$ cat config.mk
export PLATFORM = sky130hd
export DESIGN_NAME = rr_sel_arbiter
export DESIGN_NICKNAME = d
export VERILOG_FILES = /design/src/rtl/rr_arb_pkg.sv /design/src/rtl/rr_pick.sv /design/src/rtl/rr_sel_arbiter.sv
export SDC_FILE = /design/constraint.sdc
export NUM_CORES = 1
export LEC_CHECK = 0
export ABC_AREA = 1
export BUFFER_PORTS_ARGS = -buffer_cell sky130_fd_sc_hd__buf_2
export CORE_MARGIN = 2
export CORE_UTILIZATION = 43
export DETAILED_ROUTE_END_ITERATION = 10
export HOLD_SLACK_MARGIN = 0.1
export MAX_ROUTING_LAYER = met4
export PLACE_DENSITY = 0.84
export REMOVE_ABC_BUFFERS = 1
export SLEW_MARGIN = 20
export SYNTH_ARGS = -nofsm -noshare
export SYNTH_HDL_FRONTEND = slang
export SYNTH_SLANG_ARGS = --single-unit
$ cat constraint.sdc
create_clock -name clk -period 3.9 [get_ports clk]
set_input_delay 0.195 -clock clk [delete_from_list [all_inputs] [get_ports clk]]
set_output_delay 0.195 -clock clk [all_outputs]
set_load 0.02 [all_outputs]
$ cat src/rtl/rr_arb_pkg.sv
// rr_arb_pkg: shared state type, default parameters and a one-hot decode helper
package rr_arb_pkg;
  typedef enum logic {IDLE, GRANT} arb_state_e;
  localparam int N_REQ_DEF = 4;
  localparam int DW_DEF = 8;
  localparam int MAX_HOLD_DEF = 4;
  localparam int OH_W = 64;
  function automatic int unsigned onehot2bin(input logic [OH_W-1:0] oh);
    int unsigned b;
    b = 0;
    for (int i = 0; i < OH_W; i++) if (oh[i]) b |= unsigned'(i);
    return b;
  endfunction
endpackage

$ cat src/rtl/rr_pick.sv
// rr_pick: round-robin winner search starting one past last_ptr
//   req      in  N_REQ  request vector
//   last_ptr in  SW     index of the previous winner
//   winner   out SW     first requester found scanning last_ptr+1 .. last_ptr
//   any_req  out 1      at least one request is set
module rr_pick #(
  parameter int N_REQ = 4,
  localparam int SW = $clog2(N_REQ)
) (
  input  logic [N_REQ-1:0] req,
  input  logic [SW-1:0]    last_ptr,
  output logic [SW-1:0]    winner,
  output logic             any_req
);
  logic [SW-1:0] idx;
  // N_REQ is a power of two, so SW-bit addition wraps mod N_REQ and the final
  // step (i == N_REQ) lands on last_ptr itself: the previous winner comes last.
  always_comb begin
    winner = '0;
    any_req = 1'b0;
    idx = '0;
    for (int i = 1; i <= N_REQ; i++) begin
      idx = last_ptr + SW'(i);
      if (!any_req && req[idx]) begin
        winner = idx;
        any_req = 1'b1;
      end
    end
  end
endmodule

$ cat src/rtl/rr_sel_arbiter.sv
// rr_sel_arbiter: round-robin grant controller driving a registered N_REQ:1 mux
//   clk, rst_n  clock, asynchronous active-low reset
//   req         level-sensitive requests; din packs N_REQ words of DW bits
//   gnt, sel    registered one-hot grant and its binary index
//   y, y_valid  registered mux output and its qualifier
//   busy        high while a grant is held
module rr_sel_arbiter
  import rr_arb_pkg::*;
#(
  parameter int N_REQ = N_REQ_DEF,
  parameter int DW = DW_DEF,
  parameter int MAX_HOLD = MAX_HOLD_DEF,
  localparam int SW = $clog2(N_REQ)
) (
  input  logic                clk,
  input  logic                rst_n,
  input  logic [N_REQ-1:0]    req,
  input  logic [N_REQ*DW-1:0] din,
  output logic [N_REQ-1:0]    gnt,
  output logic [SW-1:0]       sel,
  output logic [DW-1:0]       y,
  output logic                y_valid,
  output logic                busy
);
  localparam int HW = MAX_HOLD > 1 ? $clog2(MAX_HOLD) : 1;
  arb_state_e state;
  logic [HW-1:0] hold_cnt;
  logic [SW-1:0] last_ptr, win;
  logic any_req, rel;
  rr_pick #(.N_REQ(N_REQ)) u_pick (
    .req(req),
    .last_ptr(last_ptr),
    .winner(win),
    .any_req(any_req)
  );
  // last_ptr equals sel while granting, so the holder is only re-picked when it
  // is the sole requester; a drop coinciding with the hold limit is one release.
  assign rel = !req[sel] || hold_cnt == HW'(MAX_HOLD - 1);
  always_ff @(posedge clk or negedge rst_n) begin
    if (!rst_n) begin
      state <= IDLE;
      hold_cnt <= '0;
      last_ptr <= SW'(N_REQ - 1);
      gnt <= '0;
      sel <= '0;
      y <= '0;
      y_valid <= 1'b0;
      busy <= 1'b0;
    end else begin
      y_valid <= |gnt;
      if (|gnt) y <= din[sel*DW +: DW];
      if (state == IDLE || rel) begin
        if (any_req) begin
          state <= GRANT;
          busy <= 1'b1;
          gnt <= N_REQ'(1) << win;
          sel <= win;
          last_ptr <= win;
          hold_cnt <= '0;
        end else begin
          state <= IDLE;
          busy <= 1'b0;
          gnt <= '0;
          hold_cnt <= '0;
        end
      end else begin
        hold_cnt <= hold_cnt + HW'(1);
      end
    end
  end
  always @(posedge clk) begin
    if (rst_n) begin
      assert (!$isunknown(req));
      if (|gnt) assert ($onehot(gnt) && onehot2bin(OH_W'(gnt)) == 32'(sel));
    end
  end
endmodule

Word level (Yosys, flattened, before mapping)
Cells that the tools add are included.
{ "word_totals": {"reg_bits": 20, "word_cells": 52} }
{ "classes": {"add_sub_neg": 4, "magnitude_cmp": 5, "eq_ne": 1, "shifts": 2, "mux": 21, "bitwise_logic": 1, "n_reduce_logical": 11} }
{ "ops": {"columns": ["op", "count"], "rows": [
  ["$shiftx 32x6->8", 1],
  ["$lt 2x3->1 const B", 5],
  ["$bmux 1 s2", 5],
  ["$mux 1", 10],
  ["$mux 2", 5],
  ["$add 2x1->2 const B", 2],
  ["$add 2x2->2 const B", 2],
  ["$logic_not 1->1", 4],
  ["$mux 4", 1],
  ["$reduce_or 4->1", 1],
  ["$shl 1x2->4 const A", 1],
  ["$logic_and 1x1->1", 3],
  ["$eq 2x2->1 const B", 1],
  ["$logic_or 1x1->1", 2],
  ["$reduce_and 2->1", 1],
  ["$not 1->1", 1]
]} }

Depth between registers and ports, before layout
Gate-level depths: netlist of the first run.
{ "depth": {"ltp_word": 15, "depth_mapped": 12, "depth_no_buf": 12} }

Hierarchy
Synthesis of the first run repeated with hierarchy kept, for this count alone.
{ "hier_totals": {"cells_unflattened": 199, "hier_area_um2": 1407.6} }
{ "modules_own_cells": {"columns": ["module", "instances", "cells_each", "area_each_um2"], "rows": [
  ["rr_sel_arbiter", 1, 147, 1136.1],
  ["rr_pick", 1, 52, 271.5]
]} }

Worst setup path after synthesis of the first run
Ideal clock, no wire load.
{ "synth_path": {"kind": "flip-flop to flip-flop", "startpoint": "register gnt[1]", "endpoint": "register y[0]", "arrival_time_ps": 1371, "required_ps": 3770, "setup_slack_ps": 2399, "stages_incl_launch_ff": 6, "cell_sequence": "dfrtp_1 -> or4_4 -> buf_6 -> buf_8 -> nor2_1 -> a31oi_1"} }
{ "synth_between": {"elab_chain_cells": 1} }
{ "synth_rtl": {"columns": ["element", "line", "rtl"], "rows": [
  ["start: declaration", "rr_sel_arbiter.sv:19", "output logic [N_REQ-1:0] gnt,"],
  ["start signal: assignment", "rr_sel_arbiter.sv:56", "gnt <= N_REQ'(1) << win;"],
  ["$reduce_or 4->1", null, null],
  ["end signal: assignment", "rr_sel_arbiter.sv:51", "if (|gnt) y <= din[sel*DW +: DW];"],
  ["end: declaration", "rr_sel_arbiter.sv:21", "output logic [DW-1:0] y,"]
]} }
No other way between the ends.
A chain may end at the register's enable or synchronous reset.

Worst setup path in the final report of the first run
{ "layout_path": {"startpoint": "register sel[1]", "endpoint": "register last_ptr[0]"} }
{ "layout_between": {"elab_chain_cells": 6} }
{ "layout_rtl": {"columns": ["element", "line", "rtl"], "rows": [
  ["start: declaration", "rr_sel_arbiter.sv:20", "output logic [SW-1:0] sel,"],
  ["start signal: assignment", "rr_sel_arbiter.sv:57", "sel <= win;"],
  ["$bmux 1 s2", "rr_sel_arbiter.sv:38", "assign rel = !req[sel] || hold_cnt == HW'(MAX_HOLD - 1);"],
  ["$mux 1 (implied by the code)", "rr_sel_arbiter.sv:38", null],
  ["$logic_not 1->1", "rr_sel_arbiter.sv:38", null],
  ["$logic_or 1x1->1", "rr_sel_arbiter.sv:38", null],
  ["$logic_or 1x1->1", "rr_sel_arbiter.sv:52", "if (state == IDLE || rel) begin"],
  ["$reduce_and 2->1 (no line)", null, null],
  ["end signal: assignment", "rr_sel_arbiter.sv:43", "last_ptr <= SW'(N_REQ - 1);"],
  ["end signal: assignment", "rr_sel_arbiter.sv:58", "last_ptr <= win;"],
  ["end: declaration", "rr_sel_arbiter.sv:28", "logic [SW-1:0] last_ptr, win;"]
]} }
No other way between the ends. The select of a mux whose other input is x is not followed.

==> results.ini, run 1 <==
[cts]
clockBufferDepth = 2
cts_resized = 0
tritoncts = built
clock-sinks = 20
cts_buffers = 3
clockRootBuffer = clkbuf_4
cts_hold_buf = 1
insertion_delay_ns = 0.30
cts_setup_buffers = 0
cts_max_level = 1
clk_pin_slew_worst_paths_ns = 0.11

[route]
first_iter_violations = 45
drt-pass1-iter-count = 4
drc_errors = 0
wire_per_inst_um = 10.76
vias = 1351
vias_per_cell = 4.931
finalWirelength_um = 2947
ant_nets = 0

[pwr]
irDropWorstVdd_uv = 517.7
pwr-share-seq_pct = 29.1
power_density_mw_per_mm2 = 924.7
power.share.combinational_pct = 62.8
power.share.clock_pct = 8.1
switching_power_mw = 0.7786
leakage_nw = 0.8805
p_int_mw = 0.7115
p_sw_share_pct = 52.25

[synthesis]
synthTopCellsByCount = nor2_1, nand2_1, dfrtp_1, o21ai_0, inv_1
synth_area_per_cell_um2 = 6.934
synth_edf_count = 0
yosys_register_bits = 20
synth_ff_type = dfrtp_1
ys_warn_count = 0
netlist_area_mm2 = 0.001318
synthCells = 190
synthTopCellsByArea = dfrtp_1, nor2_1, nand2_1
synth.top_cell.area_share_pct = 34.19
synth-seq-area-share_pct = 38.18
synth_area_leader_cell = dfrtp_1
ys_types = 25
synth.most_common_cell = nor2_1
synthArstFlopShare_pct = 100.0

[critical_path]
crit_chain = inv_2 > a21oi_1 > o21ai_0 > nand3_1 > nand2_2 > inv_2 > nand2_1 > o21ai_1
path_common_cell = inv_2
crit_family = flip-flops
cp_max_fo = 11
critPathSlowestCell = dfrtp_1
critPathKind = reg -> reg
arrival_ns = 1.99
slowest_delay_ns = 0.60
cp.required_ns = 4.13
cp_num_buf_inv = 2
critPathCaptureType = flop
worst_setup_path_start_kind = flop

[sta]
fin_tns_setup_ns = 0
slew_headroom_pct = 55.44
rsz0062_at_grt = false
period_share_pct = 45.21
fin_skew_ns = 0.001027
maxSlewViolCount = 0
worst_slack_ns = 2.137
setup_viol = 0
holdWs_ns = 0.1778
fin_crit_ns = 1.763
max_freq_mhz = 567.2
worstMarginPinSlew_ns = 0.6684
finalHoldViolCount = 0

[run]
max-cap-violations = 0

[die]
die-area_mm2 = 0.003523
ioPinCount = 54
coreArea_mm2 = 0.002978
die_h_um = 59.36
start_util_pct = 44.24
rows = 20
die_w_um = 59.36

[place]
placed_cell_area_mm2 = 0.001565
dp_cells = 269
numPortBuffers = 53
dp_hpwl_um = 2307
pre_cts_slack_ns = 2.177
place_congestion = 0.8774

[global_routing]
grt_max_degree = 23
grt_pass1_wl_um = 4629
grt_pass1_vias = 1135
overflow = 0
antenna_found_initial = 0
grt_usage_pct = 17.62

[final_layout]
finish.instance_area_mm2 = 0.001612
drive_gt1_share_pct = 34.02
fin_nets = 281
stdcell_count = 274
diodes = 0
area_growth_pct = 22.32

[worst_hold_path]
hp-class = in -> reg

[status]
status = completed

## cell usage in the layout, fill, tap and decap left out, types with 2 or more instances in the layout
cell type   n
o21ai_1     5
nand2_1    37
nor2_1     44
inv_2       6
nor2_2      2
nand4_1     2
nand2_2    11
dfrtp_1    18
inv_1      12
o21ai_0    18
clkbuf_4    3
buf_2      53
dfstp_2     2
nand3_1     9
a21oi_1     3
a31oi_1     8
## state kept, by name (all words and copies together), names as in the netlist
register and cells:
hold_cnt 2, last_ptr 2, y_valid 1, sel 2, y 8, gnt 4
state 1
## worst min-delay path: stages
cell	delay [ns]
buf_2	0.07
o21ai_0	0.06
a31oi_1	0.11
## worst paths after layout
path	start	endpoint	slack, ns	cells after the start
max	sel[1]	last_ptr[0]	2.14	8
min	din[24]	y[0]	0.18	3
max reg2reg	sel[1]	last_ptr[0]	2.14	8
min reg2reg	hold_cnt[0]	hold_cnt[0]	0.44	1
max in group asynchronous	rst_n	last_ptr[1]	3.21	2
min in group asynchronous	rst_n	y_valid	0.35	2
## layout make-up
type                       count  area, um^2
clock buffer                   4       36.28
timing repair buffer          54       275.3
sequential                    20       503.0
inverter                      18       67.56
tap                           33       41.29
fill                         298        1366
multi-input combinational    145       688.2
## power by group through the flow
stage	registers [mW]	clock network, mW	logic [mW]
floorplan	0.514	0	0.623
global placement	0.433	0	0.925
detailed placement	0.440	0	0.935
CTS	0.436	0.121	0.938
global route	0.453	0.132	1.05
finish	0.434	0.120	0.936
## per-layer routing
layer	wire length [um]	GRT usage, %
met1	1279	21.24
met2	1519	29.51
met3	117	3.930
met4	30	4.870
met5	0	-
## metrics by stage
step	power (mW)	utilization [%]
floorplan	1.137	-
global placement	1.358	52.56
detailed placement	1.374	52.56
CTS	1.495	54.12
global route	1.636	54.12
finish	1.490	54.12
## logic make-up (layout without fill, tap and decap cells)
kind of cell	after synthesis	after routing	share of synthesized area (%)
adders and majority gates	1	1	0.9495
AOI/OAI and AO/OA	35	35	14.25
buffers and inverters	25	76	9.591
DFF	20	20	38.18
and+or+nand+nor	109	109	37.04
Note: power is estimated with default switching activity, not from simulation.
==> run 2, diff against run 1 <==
Settings changed: PLACE_DENSITY 0.84 to 0.86.
Clock period 3.9 ns to 1.6 ns, I/O delays scaled along.
==> results.ini, run 2 (synthesis gave the netlist of run 1 again) <==
[sta]
period_share_pct = 102.8  ; +58 points
slew_headroom_pct = 71.57  ; +16 points
setup_viol = 5  ; +5
worstMarginPinSlew_ns = 0.4265  ; -0.2419 ns
finalHoldViolCount = 0  ; unchanged
fin_crit_ns = 1.645  ; -0.1185 ns
worst_slack_ns = -0.04453  ; -2.181 ns
fin_skew_ns = 0.008361  ; +0.007334 ns
fin_tns_setup_ns = -0.1305  ; -0.1305 ns
maxSlewViolCount = 0  ; unchanged
rsz0062_at_grt = true
max_freq_mhz = 608.1  ; +7.2%
holdWs_ns = 0.1032  ; -0.07454 ns

[final_layout]
final_cell_mix = buf_2, nor2_1, nand2_1, nand2_2
regMostFlops = y
finish.instance_area_mm2 = 0.001847  ; +15%
stdcell_count = 290  ; +5.8%
area_growth_pct = 40.17
fin_nets = 297  ; +5.7%
reg.largest.list = y: 8 flops, gnt: 4 flops
largest_register_ffs = 8  ; unchanged
diodes = 0  ; unchanged
nFillCells = 254  ; -15%
seq_area_um2 = 503.0  ; unchanged
layout_commonest_cell = buf_2
multi_input_area_um2 = 758.2  ; +10%
drive_gt1_share_pct = 42.41  ; +8.4 points

[cts]
clockBufferDepth = 2  ; unchanged
clk_pin_slew_worst_paths_ns = 0.10  ; about the same
cts_buffers = 3  ; unchanged
clockRootBuffer = clkbuf_4
cts_max_level = 1  ; unchanged
clock-sinks = 20  ; unchanged
tritoncts = built
insertion_delay_ns = 0.31  ; about the same

[status]
status = finished, violations left
violations = negative setup slack

[route]
drt-pass1-iter-count = 4  ; unchanged
vias = 1454  ; +7.6%
drc_errors = 0  ; unchanged
wire_per_inst_um = 11.95  ; +11%
ant_nets = 0  ; unchanged
finalWirelength_um = 3466  ; +18%
first_iter_violations = 54  ; +20%
vias_per_cell = 5.014  ; +1.7%

[critical_path]
arrival_ns = 1.88  ; -0.11 ns
rr_startpoint = last_ptr[0]
cp.required_ns = 1.83  ; -2.30 ns
rr_worst_depth = 12  ; +4
cp_max_fo = 8  ; -3
critPathKind = reg -> reg
worst_setup_path_start_kind = flop
r2r-end = last_ptr[1]
ff2ff_setup_slack_ns = -0.04  ; -2.18 ns
critPathCaptureType = flop

[pwr]
leakage_nw = 0.9764  ; +11%
power_density_mw_per_mm2 = 2299  ; +150%
irDropWorstVdd_uv = 1348  ; +160%

[die]
ioPinCount = 54  ; unchanged
rows = 20  ; unchanged
die-area_mm2 = 0.003523  ; unchanged
die_h_um = 59.36  ; unchanged
die_w_um = 59.36  ; unchanged
start_util_pct = 44.24  ; unchanged
coreArea_mm2 = 0.002978  ; unchanged

[global_routing]
overflow = 0  ; unchanged
grt_usage_pct = 21.13  ; +3.5 points
grt_pass1_vias = 1388  ; +22%
grt_max_degree = 21  ; -8.7%
antenna_found_initial = 0  ; unchanged
grt_pass1_wl_um = 5602  ; +21%

[worst_hold_path]
worstHoldEndpoint = y[4]
worstHoldPathCells = 3  ; unchanged
hp-start = din[12]
hp-class = in -> reg

[place]
dp_hpwl_um = 2487  ; +7.8%
pre_cts_slack_ns = -0.02012  ; -2.197 ns
place_congestion = 0.8494  ; -3.2%
placed_cell_area_mm2 = 0.001610  ; +2.9%
dp_cells = 275  ; +2.2%
numPortBuffers = 53  ; unchanged

[run]
max-cap-violations = 0  ; unchanged

-- run 2: how the worst max path moves through the flow --
stage,cells past startpoint,end,startpoint
global route,11,gnt[2],last_ptr[0]
finish,12,last_ptr[1],last_ptr[0]
global placement,11,sel[0],last_ptr[0]
detailed placement,11,sel[1],last_ptr[0]
floorplan,11,sel[1],last_ptr[0]
CTS,11,gnt[2],last_ptr[0]
-- run 2: metrics by stage --
step	power (mW)	utilization (%)
floorplan	2.773	-
global placement	3.409	54.08
detailed placement	3.508	54.08
CTS	3.946	58.95
global route	4.646	62.02
finish	4.246	62.02
-- run 2: area by class of cell --
cell class | instances | share of cell area [%]
Clock buffer | 3 | 1.220
Timing Repair Buffer | 70 | 22.70
Tap cell | 33 | 2.236
Inverter | 18 | 3.930
Sequential cell | 20 | 27.24
Multi-Input combinational cell | 145 | 41.06
Clock inverter | 1 | 1.626
-- run 2: timing repair --
action,4_1_cts,5_1_grt
endpoints found under the hold margin,27,0
resized for setup,1,25
cloned,0,0
buffers inserted,0,2
endpoints found under the setup margin,2,8
hold buffers,9,0
pin swaps,1,17
-- run 2: routing by layer --
metal	up-vias	track usage, %	share of wire (%)
met3	6	3.275	4.3
met5	-	-	0
met1	659	23.13	40
li1	744	-	-
met4	0	6.818	1.2
met2	45	38.62	55
-- run 2: critical path, stage by stage (launching register included) --
cell,delay [ns]
dfstp_2,0.60
inv_4,0.07
nand2_1,0.08
nand2_2,0.07
inv_1,0.07
nand2_2,0.07
nand2_2,0.10
nand2_2,0.08
nor2_4,0.13
nand2_2,0.07
nand2_2,0.10
nand2_2,0.06
o21ai_1,0.09
-- run 2: report_power, final --
group / internal, mW / total [mW] / switching [mW]
logic: 1.04 / 2.89 / 1.84
clock network: 0.254 / 0.410 / 0.156
registers: 0.785 / 0.948 / 0.163
total: 2.08 / 4.25 / 2.16
==> run 3, diff against run 2 <==
Settings changed: GPL_TIMING_DRIVEN from default to 0.
==> results.ini, run 3 (synthesis gave the netlist of run 1 again) <==
[status]
status = finished, violations left
violations = negative setup slack

[final_layout]
final_cell_mix = buf_2, nor2_1, nand2_1, o21ai_0, dfrtp_1
seq_area_um2 = 505.5  ; +0.50%
diodes = 0  ; unchanged
largest_register_ffs = 8  ; unchanged
regMostFlops = y
nFillCells = 236  ; -7.1%
fin_util_pct = 61.89  ; -0.13 points
fin_nets = 303  ; +2.0%
drive_gt1_share_pct = 37.26  ; -5.2 points
reg.largest.list = y: 8 flops, gnt: 4 flops
layout_commonest_cell = buf_2
stdcell_count = 296  ; +2.1%
finish.instance_area_mm2 = 0.001843  ; -0.20%
multi_input_area_um2 = 708.2  ; -6.6%
area_growth_pct = 39.89

[cts]
cts_max_level = 1  ; unchanged
clockBufferDepth = 2  ; unchanged
tritoncts = built
clock-sinks = 20  ; unchanged
clk_pin_slew_worst_paths_ns = 0.11  ; about the same
clockRootBuffer = clkbuf_4
cts_buffers = 3  ; unchanged
insertion_delay_ns = 0.31  ; about the same

[critical_path]
crit_family = simple AND/OR/NAND/NOR gates
critPathSlowestCell = dfstp_2
path_common_cell = nand2_1
rr_worst_depth = 11  ; -1
r2r-end = last_ptr[1]
critPathKind = reg -> reg
crit_cells = 11  ; -1
worst_setup_path_start_kind = flop
ff2ff_setup_slack_ns = -0.03  ; about the same
crit_chain = buf_6 > nand2_1 > nand2_2 > nand2_1 > nand2_2 > nand2_1 > nor2_2 > nand2_1 > nand2_2 > nand2_1 > o21ai_1
slowest_delay_ns = 0.59  ; about the same
rr_startpoint = last_ptr[0]
cp.required_ns = 1.85  ; +0.02 ns
cp_max_fo = 8  ; unchanged
critPathCaptureType = flop
arrival_ns = 1.88  ; about the same
cp_num_buf_inv = 1  ; -1

[die]
ioPinCount = 54  ; unchanged
rows = 20  ; unchanged
coreArea_mm2 = 0.002978  ; unchanged
start_util_pct = 44.24  ; unchanged
die-area_mm2 = 0.003523  ; unchanged
die_h_um = 59.36  ; unchanged
die_w_um = 59.36  ; unchanged

[pwr]
p_sw_share_pct = 51.47  ; +0.53 points
pwr-share-seq_pct = 26.5  ; +4.2 points
power_mw = 3.928  ; -7.5%
power.share.clock_pct = 7.6  ; -2.1 points
leakage_nw = 0.9819  ; +0.56%
irDropWorstVdd_uv = 1163  ; -14%
p_int_mw = 1.906  ; -8.5%
switching_power_mw = 2.022  ; -6.5%
power_density_mw_per_mm2 = 2131  ; -7.3%
power.share.combinational_pct = 65.9  ; -2.1 points

[sta]
rsz0062_at_grt = true
maxSlewViolCount = 0  ; unchanged
fin_crit_ns = 1.630  ; -0.01439 ns
fin_tns_setup_ns = -0.09671  ; +0.03381 ns
period_share_pct = 101.9  ; -0.90 points
fin_skew_ns = 0.002540  ; -0.005821 ns
worstMarginPinSlew_ns = 0.4242  ; -0.002277 ns
slew_headroom_pct = 71.72  ; +0.15 points
holdWs_ns = 0.09981  ; -0.003436 ns
finalHoldViolCount = 0  ; unchanged
max_freq_mhz = 613.4  ; +0.88%
worst_slack_ns = -0.03014  ; +0.01439 ns
setup_viol = 7  ; +2

[worst_hold_path]
hp-start = din[12]
worstHoldPathCells = 3  ; unchanged
hp-class = in -> reg
worstHoldEndpoint = y[4]

[global_routing]
grt_max_degree = 23  ; +9.5%
met3_usage_pct = 4.585  ; +1.3 points
grt_usage_pct = 20.83  ; -0.30 points
grt-busiest-layer = met2
grt_pass1_wl_um = 5478  ; -2.2%
overflow = 0  ; unchanged
grt_pass1_vias = 1373  ; -1.1%
use_met1_pct = 24.31  ; +1.2 points
met2_usage_pct = 34.85  ; -3.8 points
antenna_found_initial = 0  ; unchanged

[route]
wire_per_inst_um = 11.30  ; -5.4%
ant_nets = 0  ; unchanged
finalWirelength_um = 3346  ; -3.5%
vias = 1454  ; unchanged
vias_per_cell = 4.912  ; -2.0%
drc_errors = 0  ; unchanged
first_iter_violations = 53  ; -1.9%
drt-pass1-iter-count = 4  ; unchanged

[place]
dp_cells = 269  ; -2.2%
numPortBuffers = 53  ; unchanged
dp_hpwl_um = 2218  ; -11%
placed_cell_area_mm2 = 0.001565  ; -2.8%
place_congestion = 0.8624  ; +1.5%
pre_cts_slack_ns = -0.1708  ; -0.1507 ns

[run]
max-cap-violations = 0  ; unchanged

## run 3: worst max path at each step
| stage | from | end | slack (ns) |
|---|---|---|---|
| floorplan | last_ptr[0] | sel[1] | 0.02 |
| global placement | sel[0] | sel[1] | -0.15 |
| detailed placement | last_ptr[0] | gnt[2] | -0.17 |
| CTS | last_ptr[0] | gnt[2] | 0.003 |
| global route | last_ptr[0] | gnt[2] | -0.17 |
| finish | last_ptr[0] | last_ptr[1] | -0.03 |
## run 3: final cells by class
cell class                 count  share of cell area, %
multi-input combinational    145                  38.42
sequential                    20                  27.43
timing repair buffer          76                  26.00
inverter                      18                  3.938
tap                           33                  2.240
clock buffer                   4                  1.969
## run 3: what timing repair did
item / in CTS / in global routing
pin swaps: 0 / 9
gates resized for setup: 4 / 7
endpoints found under the hold margin: 28 / 0
endpoints found under the setup margin: 8 / 8
buffers inserted: 2 / 6
hold buffers: 15 / 0
## run 3: worst reg2reg max path, stage by stage, from the launching register on
cell     delay [ns]
dfstp_2        0.59
buf_6          0.14
nand2_1        0.06
nand2_2        0.09
nand2_1        0.08
nand2_2        0.10
nand2_1        0.07
nor2_2         0.11
nand2_1        0.07
nand2_2        0.10
nand2_1        0.07
o21ai_1        0.08
## run 3: metal layers
metal / vias up / share of wire (%)
met3: 7 / 4.5
met2: 45 / 51
met5: - / 0
met1: 647 / 43
li1: 755 / -
met4: 0 / 1.6
## run 3: power groups by stage
stage / Combinational, mW / Clock (mW) / Sequential (mW)
6_report: 2.59 / 0.297 / 1.04
5_1_grt: 2.92 / 0.312 / 1.08
4_1_cts: 2.41 / 0.299 / 1.03
3_5_place_dp: 2.29 / 0 / 1.07
3_3_place_gp: 2.24 / 0 / 1.06
2_1_floorplan: 1.52 / 0 / 1.25
